===== src/rtl/demux_pkg.sv =====
// Shared types and constants for the 1-to-2 buffered demultiplexer.
// The optional per-channel output counters are enabled by defining DEMUX_CNT_EN.
package demux_pkg;

    typedef enum logic {
        EMPTY = 1'b0,
        FULL  = 1'b1
    } chan_state_t;

    localparam int CNT_W = 8;

endpackage : demux_pkg


===== src/rtl/demux_chan_buf.sv =====
// One-entry holding register for a single demux output channel with valid/ready output.
// Defining DEMUX_CNT_EN adds a wrapping counter of output handshakes.
module demux_chan_buf
    import demux_pkg::*;
#(
    parameter int WIDTH = 1
) (
    input  logic             clk,
    input  logic             rst,
    input  logic             push,
    input  logic [WIDTH-1:0] push_data,
    input  logic             pop_ready,
    output logic             ready,
    output logic             valid,
    output logic [WIDTH-1:0] data
`ifdef DEMUX_CNT_EN
    ,
    output logic [CNT_W-1:0] cnt
`endif
);

    chan_state_t state;
    chan_state_t state_next;
    logic        pop;

    assign pop = valid & pop_ready;

    // NOTE: sequential state uses non-blocking assignments so every register
    // samples pre-edge values regardless of process evaluation order.
    always_ff @(posedge clk) begin
        if (rst) begin
            state <= EMPTY;
        end else begin
            state <= state_next;
        end
    end

    // NOTE: state_next gets a default before the case so no path leaves it
    // unassigned, which would otherwise infer a latch.
    always_comb begin
        state_next = state;
        case (state)
            EMPTY:   if (push) state_next = FULL;
            FULL:    if (pop && !push) state_next = EMPTY;
            default: state_next = EMPTY;
        endcase
    end

    always_comb begin
        valid = (state == FULL);
        ready = (state == EMPTY) | pop_ready;
    end

    // NOTE: the data register is a single word, not a memory, so clearing it on
    // reset is cheap and keeps the output deterministic after reset.
    always_ff @(posedge clk) begin
        if (rst) begin
            data <= '0;
        end else if (push) begin
            data <= push_data;
        end
    end

`ifdef DEMUX_CNT_EN
    // Counts output handshakes; wraps naturally from all-ones to zero.
    always_ff @(posedge clk) begin
        if (rst) begin
            cnt <= '0;
        end else if (pop) begin
            cnt <= cnt + CNT_W'(1);
        end
    end
`endif

endmodule : demux_chan_buf


===== src/rtl/demux1to2_buf.sv =====
// 1-to-2 demultiplexer with a one-entry buffer per output channel; in_sel picks the channel.
// Defining DEMUX_CNT_EN adds cnt0/cnt1 output-handshake counters.
module demux1to2_buf
    import demux_pkg::*;
#(
    parameter int WIDTH = 1
) (
    input  logic             clk,
    input  logic             rst,
    input  logic [WIDTH-1:0] in_data,
    input  logic             in_sel,
    input  logic             in_valid,
    output logic             in_ready,
    output logic [WIDTH-1:0] out0_data,
    output logic             out0_valid,
    input  logic             out0_ready,
    output logic [WIDTH-1:0] out1_data,
    output logic             out1_valid,
    input  logic             out1_ready
`ifdef DEMUX_CNT_EN
    ,
    output logic [CNT_W-1:0] cnt0,
    output logic [CNT_W-1:0] cnt1
`endif
);

    logic ready0;
    logic ready1;
    logic push0;
    logic push1;

    // Only the addressed channel can stall the input; reset blocks acceptance.
    assign in_ready = ~rst & (in_sel ? ready1 : ready0);
    assign push0    = in_valid & in_ready & ~in_sel;
    assign push1    = in_valid & in_ready & in_sel;

    demux_chan_buf #(.WIDTH(WIDTH)) u_chan0 (
        .clk       (clk),
        .rst       (rst),
        .push      (push0),
        .push_data (in_data),
        .pop_ready (out0_ready),
        .ready     (ready0),
        .valid     (out0_valid),
        .data      (out0_data)
`ifdef DEMUX_CNT_EN
        ,
        .cnt       (cnt0)
`endif
    );

    demux_chan_buf #(.WIDTH(WIDTH)) u_chan1 (
        .clk       (clk),
        .rst       (rst),
        .push      (push1),
        .push_data (in_data),
        .pop_ready (out1_ready),
        .ready     (ready1),
        .valid     (out1_valid),
        .data      (out1_data)
`ifdef DEMUX_CNT_EN
        ,
        .cnt       (cnt1)
`endif
    );

endmodule : demux1to2_buf


===== config.mk =====
export PLATFORM = sky130hd
export DESIGN_NAME = demux1to2_buf
export DESIGN_NICKNAME = d
export VERILOG_FILES = /design/src/rtl/demux_pkg.sv /design/src/rtl/demux_chan_buf.sv /design/src/rtl/demux1to2_buf.sv
export SDC_FILE = /design/constraint.sdc
export NUM_CORES = 1
export LEC_CHECK = 0
export ABC_AREA = 1
export BUFFER_PORTS_ARGS = -buffer_cell sky130_fd_sc_hd__buf_4
export CORE_AREA = 2 2 39 41
export DETAILED_ROUTE_END_ITERATION = 12
export DIE_AREA = 0 0 41 43
export GPL_ROUTABILITY_DRIVEN = 0
export PLACE_DENSITY_LB_ADDON = 0.05
export SYNTH_ARGS = -nofsm -noshare
export SYNTH_HDL_FRONTEND = slang
export SYNTH_SLANG_ARGS = --single-unit

===== constraint.sdc =====
create_clock -name clk -period 1.6 [get_ports clk]
set_input_delay 0.16 -clock clk [delete_from_list [all_inputs] [get_ports clk]]
set_output_delay 0.16 -clock clk [all_outputs]
set_load 0.005 [all_outputs]

==> flow_summary.ini, run 1 <==
[sta]
timing.final.crit_period_ps = 1100
holdWs_ps = 123
timing.fmax_mhz = 910
timing_hold_violations_final = 0
setup_viol = 0
worstMarginPinSlew_ps = 137
rsz0062_at_grt = no
final_min_period_over_clock_period_pct = 68.7
timing.final.max_slew_violations = 0
fin_setup_tns_ps = 0
worst_slack_ps = 502
clock-skew-final_ps = 0.785
slew_headroom_pct = 90.8

[synthesis]
synthesis.instances = 30
ys_warn_count = 0
netlist_top_cells_area = dfxtp_1 41%, nor2_1 17%, inv_1 12%
synth_area_um2 = 195
synthesis.area_per_instance_um2 = 6.51
postSynthRegisterBits = 4
mappedNetlistNets = 37
post-synth-top-area-fraction_pct = 41.0
synth.yosys.seq_area_share_pct = 41.0
post-synth-top-area-cell = dfxtp_1
yosys.cell_types.count = 8

[clocking]
post_cts.repair.setup_buffers = 0
clock_latency_ps = 230
cts_buffers = 3
ctsResizeCount = 0
clock-sinks = 4
cts_tree = built
cts_root_buffer = clkbuf_4
clk_path_buf_depth = 2
clock_pin_slew_reported_for_the_worst_setup_and_hold_paths_after_clock_tree_synthesis_ps = 40
cts-hold-fix-buffers = 0
cts_htree_levels = 1

[pwr]
ir_worst_vdd_uv = 229
power_density_nw_per_um2 = 844
power.static_leakage_nw = 0.171

[floorplan]
die_width_um = 41
io_pins = 12
fp.dieArea_um2 = 1760
initial_core_util_pct = 14.1
floorplan.rows = 14
placeable_area_um2 = 1380
die_h_um = 43

[worst_setup_path]
maximum_fanout_encountered_on_the_critical_timing_path = 3
cp.required_ps = 1440
path_class = reg -> out
cp-start-kind = register
critPathCaptureType = output port
reg2reg_slack_ps = 720
worst-endpoint-arrival_ps = 940

[routing]
drt-pass1-iter-count = 1
vias = 223
post_drt_via_cell_ratio = 3.72
postRouteWirelength_um = 490
m1WireLength_um = 221
post_drt_wl_per_cell_um = 8.17
top_layer_used = met4
met3_length_um = 50
antenna_violation_net_count_after_detailed_routing = 0
drt_first_iter_violations = 0
detailroute.wirelength.met2_um = 204
drc = 0

[global_routing]
grt_pass1_vias = 201
globalRoute.totalOverflow = 0
wire_length_of_the_first_global_routing_pass_um = 814
grt_start_max_net_pins = 6
track_usage_pct = 7.73
number_of_antenna_violations_at_the_first_check_in_global_routing = 0

[placed_design]
dp.final_hpwl_um = 406
pre_cts_ws_ps = 704
place.detailed.instances = 57
port_buffers = 11

[finish]
final_nets = 53
syn_to_final_growth_pct = 64.1
share_of_layout_cells_above_drive_strength_1_pct = 34.1
fill_cells = 163
final-instance-count-excl-fill = 60
antenna_cells = 0
finalCoreUtilization_pct = 23.1

[status]
outcome = finished, final reports clean

[min_path]
hold_path_class = in -> reg

[job]
drv.max_cap_violation_count = 0
state kept, by name (all words and copies together) (netlist names):
register       flops
u_chan0.data       1
u_chan0.valid      1
u_chan1.data       1
u_chan1.valid      1
cells in the final DEF, fill, tap and decap left out, drive strengths merged:
cell | Yosys | final
buf | 0 | 11
nor2 | 9 | 9
inv | 6 | 6
nand2 | 4 | 4
dfxtp | 4 | 4
nand4 | 3 | 3
clkbuf | 0 | 3
a21oi | 2 | 2
nand3 | 2 | 2
kinds of logic (layout without fill, tap and decap cells):
logic type             count (synthesis)  in the layout  share of synthesized area [%]
AOI/OAI and AO/OA                      2              2                           5.13
DFF                                    4              4                           41.0
buffers and inverters                  6             20                           11.5
and+or+nand+nor                       18             18                           42.3
cells in the mapped netlist:
cell type and number:
a21oi_1 2, nand4_1 3, nand3_2 1, nor2_1 9, nand2_1 4, inv_1 6, nand3_1 1, dfxtp_1 4
layout make-up:
| cell class | instances | area (um^2) | share of cell area (%) |
|---|---|---|---|
| Clock buffer | 3 | 22.5 | 7.03 |
| Inverter | 6 | 22.5 | 7.03 |
| Timing Repair Buffer | 11 | 82.6 | 25.8 |
| Multi-Input combinational cell | 20 | 92.6 | 28.9 |
| Tap cell | 16 | 20.0 | 6.25 |
| Sequential cell | 4 | 80.1 | 25.0 |
metrics by stage:
| step | area [um^2] | power, mW |
|---|---|---|
| 5_1_grt | 320 | 0.290 |
| 2_1_floorplan | 195 | 0.124 |
| 6_report | 320 | 0.270 |
| 3_3_place_gp | 298 | 0.150 |
| 3_5_place_dp | 298 | 0.149 |
| 4_1_cts | 320 | 0.280 |
worst max-delay path: stages, from the launching register on:
cell and delay (ps):
dfxtp_1 350, nand2_1 80, nor2_1 80, nor2_1 60, buf_4 130
final timing paths:
kind	from	end	depth (start not counted)
worst max register to register	u_chan1.valid	u_chan0.data	6
worst min-delay path	rst	u_chan1.valid	2
worst min register to register	u_chan1.data	u_chan1.data	2
worst max-delay path	u_chan0.valid	in_ready	4
report_power, final:
group / switching, mW / internal, mW
Clock: 0.0397 / 0.0838
Combinational: 0.0179 / 0.0218
Sequential: 0.00259 / 0.104
Total: 0.0602 / 0.210
routing by layer:
layer	track usage [%]	vias to the layer above
li1	-	125
met1	9.00	88
met2	8.75	8
met3	3.14	2
met4	10.0	0
met5	0	-
Power figures use the tool's default switching activity.
==> inputs of run 2 (changes only) <==
--- a/config.mk
+++ b/config.mk
@@ -5,7 +5,7 @@
 export SDC_FILE = /design/constraint.sdc
 export NUM_CORES = 1
 export LEC_CHECK = 0
-export ABC_AREA = 1
+export ABC_AREA = 0
 export BUFFER_PORTS_ARGS = -buffer_cell sky130_fd_sc_hd__buf_4
 export CORE_AREA = 2 2 39 41
 export DETAILED_ROUTE_END_ITERATION = 12
==> constraint.sdc (replaced) <==
create_clock -name clk -period 0.95 [get_ports clk]
set_input_delay 0.095 -clock clk [delete_from_list [all_inputs] [get_ports clk]]
set_output_delay 0.095 -clock clk [all_outputs]
set_load 0.005 [all_outputs]
==> run 2 against run 1 <==
The run now ends with negative setup slack left. Highest routed layer is now met3. Register-to-register slack worse by 760 ps. Largest cell class unchanged. Routed wire length down 2.4%. Cell area up 5.1%. Sequential cell count unchanged. First-iteration DRC count up 2. Worst hold slack worse by 58 ps. Combinational power up 99%. Area after synthesis down 10%. Count of clock-buffer cells in the layout unchanged. Total power up 75%.
==> flow_summary.ini, run 2 <==
[clocking]
cts-hold-fix-buffers = 0
cts_root_buffer = clkbuf_4
clock_latency_ps = 230
clock-sinks = 4
clk_path_buf_depth = 2
cts_tree = built
clock_pin_slew_reported_for_the_worst_setup_and_hold_paths_after_clock_tree_synthesis_ps = 40
cts_buffers = 3
cts_htree_levels = 1

[synthesis]
mappedNetlistNets = 27
async_reset_ff_share_pct = 0
post-synth-top-area-cell = dfxtp_1
ys_warn_count = 0
synth_area_um2 = 175
netlist_top_cells_area = dfxtp_1 46%, nand2b_1 18%, a21oi_1 8.6%
synthTopCellsByCount = 5 x nand2b_1, 4 x dfxtp_1, 3 x a21oi_1
yosysMostFrequentCell = nand2b_1
synthesis.instances = 20
post-synth-top-area-fraction_pct = 45.7
synthesis.area_per_instance_um2 = 8.76
synth.yosys.seq_area_share_pct = 45.7
synth_enable_flop_cells = 0
ys.flop_type = dfxtp_1
yosys.cell_types.count = 10
postSynthRegisterBits = 4

[placed_design]
port_buffers = 11
place.detailed.instances = 48
pre_cts_ws_ps = -21.9

[routing]
post_drt_wl_per_cell_um = 9.37
post_drt_via_cell_ratio = 3.80
drc = 0
drt-pass1-iter-count = 5
vias = 194
antenna_violation_net_count_after_detailed_routing = 0
postRouteWirelength_um = 478
drt_first_iter_violations = 2

[floorplan]
floorplan.rows = 14
placeable_area_um2 = 1380
die_width_um = 41
fp.dieArea_um2 = 1760
io_pins = 12
initial_core_util_pct = 12.7
die_h_um = 43

[pwr]
ir_worst_vdd_uv = 705
power.static_leakage_nw = 0.149
power_density_nw_per_um2 = 1410

[finish]
finalCoreUtilization_pct = 24.3
share_of_layout_cells_above_drive_strength_1_pct = 62.9
syn_to_final_growth_pct = 92.1
antenna_cells = 0
mostFrequentLayoutCell = buf_4
seq_area_um2 = 82.6
layout_common_cells = 12 x buf_4, 4 x nand2b_1, 3 x clkbuf_4
fill_cells = 153
final_nets = 44
multiInputGateArea_um2 = 121
final-instance-count-excl-fill = 51

[sta]
final_min_period_over_clock_period_pct = 113
rsz0062_at_grt = yes
slew_headroom_pct = 84.6
worstMarginPinSlew_ps = 228
setup_viol = 2
timing_hold_violations_final = 0
timing.final.crit_period_ps = 1070
clock-skew-final_ps = 0.0121
timing.fmax_mhz = 934
worst_slack_ps = -121
timing.final.max_slew_violations = 0
holdWs_ps = 64.8

[worst_setup_path]
maximum_fanout_encountered_on_the_critical_timing_path = 4
path_class = reg -> out
critical_path_buf_inv_count = 1
cp-start-kind = register
slowest_stage = dfxtp_2
cpLargestDelayFamily = flip-flops
critPathCaptureType = output port
crit_path_max_incr_delay_ps = 310
worst-endpoint-arrival_ps = 980
crit_chain = nor2b_4, a211oi_2, buf_4
cp.required_ps = 850

[global_routing]
globalRoute.totalOverflow = 0
grt_pass1_vias = 198
track_usage_pct = 7.62
wire_length_of_the_first_global_routing_pass_um = 786
number_of_antenna_violations_at_the_first_check_in_global_routing = 0
grt_start_max_net_pins = 7

[job]
drv.max_cap_violation_count = 0

[status]
failed_checks = negative setup slack
outcome = finished, violations left

[min_path]
hold_path_class = in -> reg
-- run 2: cell types whose count changed after synthesis, moves of 3 or more --
cell	previous run	this run
nor2_1	9	2
nand4_1	3	0
nand2_1	4	1
nand2b_1	0	5
inv_1	6	0
-- run 2: metal layers --
metal	vias to the layer above	GRT usage (%)	share of wire, %
met4	0	4.00	0
met2	9	9.38	48
met1	87	7.05	40
met5	-	0	0
li1	98	-	-
met3	0	9.42	12
-- run 2: what timing repair did --
action	4_1_cts	5_1_grt
endpoints found under the setup margin	2	2
pin swaps	3	1
setup buffers	0	0
resized for setup	1	4
-- run 2: metrics by stage --
step	power, mW	TNS, ps	cell area, um^2
6_report	0.473	-162	337
5_1_grt	0.519	-259	337
3_5_place_dp	0.258	-21.9	294
3_3_place_gp	0.258	-32.4	294
2_1_floorplan	0.209	0	184
4_1_cts	0.484	-231	322
-- run 2: final cells by class --
| cell class | count | area share (%) |
|---|---|---|
| flip-flops and latches | 4 | 24.5 |
| well taps | 16 | 5.95 |
| multi-input cells | 16 | 36.1 |
| repair buffers | 12 | 26.8 |
| clock buffers | 3 | 6.69 |
-- run 2: path summary, 6_finish.rpt --
check	from	end	slack [ps]	cells after the start
worst max-delay path	u_chan1.valid	in_ready	-120	3
worst min-delay path	rst	u_chan1.data	60	2
worst max register to register	u_chan1.valid	u_chan1.data	-40	3
worst min register to register	u_chan0.data	u_chan0.data	470	2
-- run 2: report_power, final --
group	total [mW]	switching (mW)	internal, mW
registers	0.184	0.00517	0.179
clock network	0.210	0.0692	0.141
logic	0.0791	0.0295	0.0496
total	0.473	0.104	0.370
-- run 2: logic make-up (layout without fill, tap and decap cells) --
| family | after synthesis | count (layout) | share of synthesized area (%) |
|---|---|---|---|
| flops | 4 | 4 | 45.7 |
| simple gates | 10 | 10 | 32.9 |
| mux | 1 | 1 | 5.71 |
| buf+inv | 0 | 15 | 0 |
| compound gates | 5 | 5 | 15.7 |
==> inputs of run 3 (changes only) <==
--- a/config.mk
+++ b/config.mk
@@ -12,6 +12,7 @@
 export DIE_AREA = 0 0 41 43
 export GPL_ROUTABILITY_DRIVEN = 0
 export PLACE_DENSITY_LB_ADDON = 0.05
+export REMOVE_ABC_BUFFERS = 1
 export SYNTH_ARGS = -nofsm -noshare
 export SYNTH_HDL_FRONTEND = slang
 export SYNTH_SLANG_ARGS = --single-unit
==> constraint.sdc (replaced) <==
create_clock -name clk -period 0.9 [get_ports clk]
set_input_delay 0.09 -clock clk [delete_from_list [all_inputs] [get_ports clk]]
set_output_delay 0.09 -clock clk [all_outputs]
set_load 0.005 [all_outputs]
==> run 3 against run 2 <==
The run still ends with negative setup slack left. Die area stayed put. Utilization up 0.81 points. Count of clock-buffer cells in the layout stayed put. Total power up 6.0%. Cell count rose by 3.9%. First-iteration DRC count decreased by 100%. Critical path type unchanged.
==> flow_summary.ini, run 3 (same netlist as run 2, synthesis figures left out) <==
[finish]
layout_common_cells = 14 x buf_4, 4 x nand2b_1, 3 x a21oi_1, 3 x clkbuf_4
fill_cells = 152
final-instance-count-excl-fill = 53
syn_to_final_growth_pct = 98.6
final_nets = 46
mostFrequentLayoutCell = buf_4
share_of_layout_cells_above_drive_strength_1_pct = 62.2
antenna_cells = 0

[routing]
drt-pass1-iter-count = 1
post_drt_via_cell_ratio = 3.91
post_drt_wl_per_cell_um = 9.36
drc = 0
antenna_violation_net_count_after_detailed_routing = 0
vias = 207
drt_first_iter_violations = 0
postRouteWirelength_um = 496

[sta]
final_min_period_over_clock_period_pct = 116
setup_viol = 2
timing.final.max_slew_violations = 0
timing.final.crit_period_ps = 1050
clock-skew-final_ps = 0.0217
timing.fmax_mhz = 955
worst_slack_ps = -147
rsz0062_at_grt = yes
slew_headroom_pct = 89.8
worstMarginPinSlew_ps = 151
timing_hold_violations_final = 0

[clocking]
cts_buffers = 3
clk_path_buf_depth = 2
cts_root_buffer = clkbuf_4
cts_tree = built
clock-sinks = 4
cts_htree_levels = 1
cts-hold-fix-buffers = 0
clock_latency_ps = 230
clock_pin_slew_reported_for_the_worst_setup_and_hold_paths_after_clock_tree_synthesis_ps = 40

[floorplan]
floorplan.rows = 14
initial_core_util_pct = 12.7
io_pins = 12
die_width_um = 41
fp.dieArea_um2 = 1760
die_h_um = 43
placeable_area_um2 = 1380

[worst_setup_path]
cp-start-kind = register
cp.required_ps = 810
worst-endpoint-arrival_ps = 960
path_class = reg -> out
maximum_fanout_encountered_on_the_critical_timing_path = 3
critPathCaptureType = output port
reg2reg_slack_ps = -80

[status]
failed_checks = negative setup slack
outcome = finished, violations left

[global_routing]
grt_pass1_vias = 196
grt_start_max_net_pins = 7
track_usage_pct = 6.93
wire_length_of_the_first_global_routing_pass_um = 786
number_of_antenna_violations_at_the_first_check_in_global_routing = 0
globalRoute.totalOverflow = 0

[placed_design]
pre_cts_ws_ps = -110
place.detailed.instances = 49
port_buffers = 11

[pwr]
power_density_nw_per_um2 = 1440
ir_worst_vdd_uv = 720
power.static_leakage_nw = 0.160
report.power.total_mw = 0.502

[job]
drv.max_cap_violation_count = 0

[min_path]
hold_path_class = in -> reg
run 3: cell count changes in the layout (fill, tap and decap cells not counted), sizes merged:
cell	before	now
buf	12	14
run 3: per-layer routing:
layer / routed length, um / share of wire, % / track usage (%)
met5: 0 / 0 / 0
met4: 0 / 0 / 0
met3: 55 / 11 / 8.90
met2: 213 / 43 / 9.69
met1: 226 / 46 / 6.75
run 3: worst max-delay path: stages (launching register included):
cell      delay [ps]
dfxtp_2          310
nor2b_4          120
a211oi_2         160
buf_4            130
run 3: worst paths after layout:
kind                               startpoint  cells past startpoint       endpoint
worst max register to register  u_chan1.valid                      3   u_chan1.data
worst max-delay path            u_chan1.valid                      3       in_ready
worst min register to register   u_chan0.data                      2   u_chan0.data
worst min-delay path                      rst                      2  u_chan0.valid
run 3: power breakdown:
part           switching, mW  leakage, nW  internal (mW)
Sequential           0.00603       0.0336          0.189
Combinational         0.0313        0.112         0.0563
Clock                 0.0706       0.0138          0.149
Total                  0.108        0.160          0.394
run 3: area by class of cell:
cell class	count	area [um^2]	share of cell area, %
tap	16	20.0	5.76
sequential	4	82.6	23.7
timing repair buffer	14	105	30.2
multi-input combinational	16	118	33.8
clock buffer	3	22.5	6.47
run 3: metrics by stage:
step                utilization [%]  area [um^2]  TNS, ps  hold WS (ps)
floorplan                         -          175    -75.2           159
global placement               21.2          293     -147           304
detailed placement             21.2          293     -115           303
CTS                            23.8          329     -278          58.3
global route                   25.1          348     -296          64.5
finish                         25.1          348     -227          61.3
run 3: repair_timing:
action	CTS	global route
pin swaps	3	3
endpoints found under the setup margin	2	2
gates resized for setup	4	3
buffers inserted	0	1
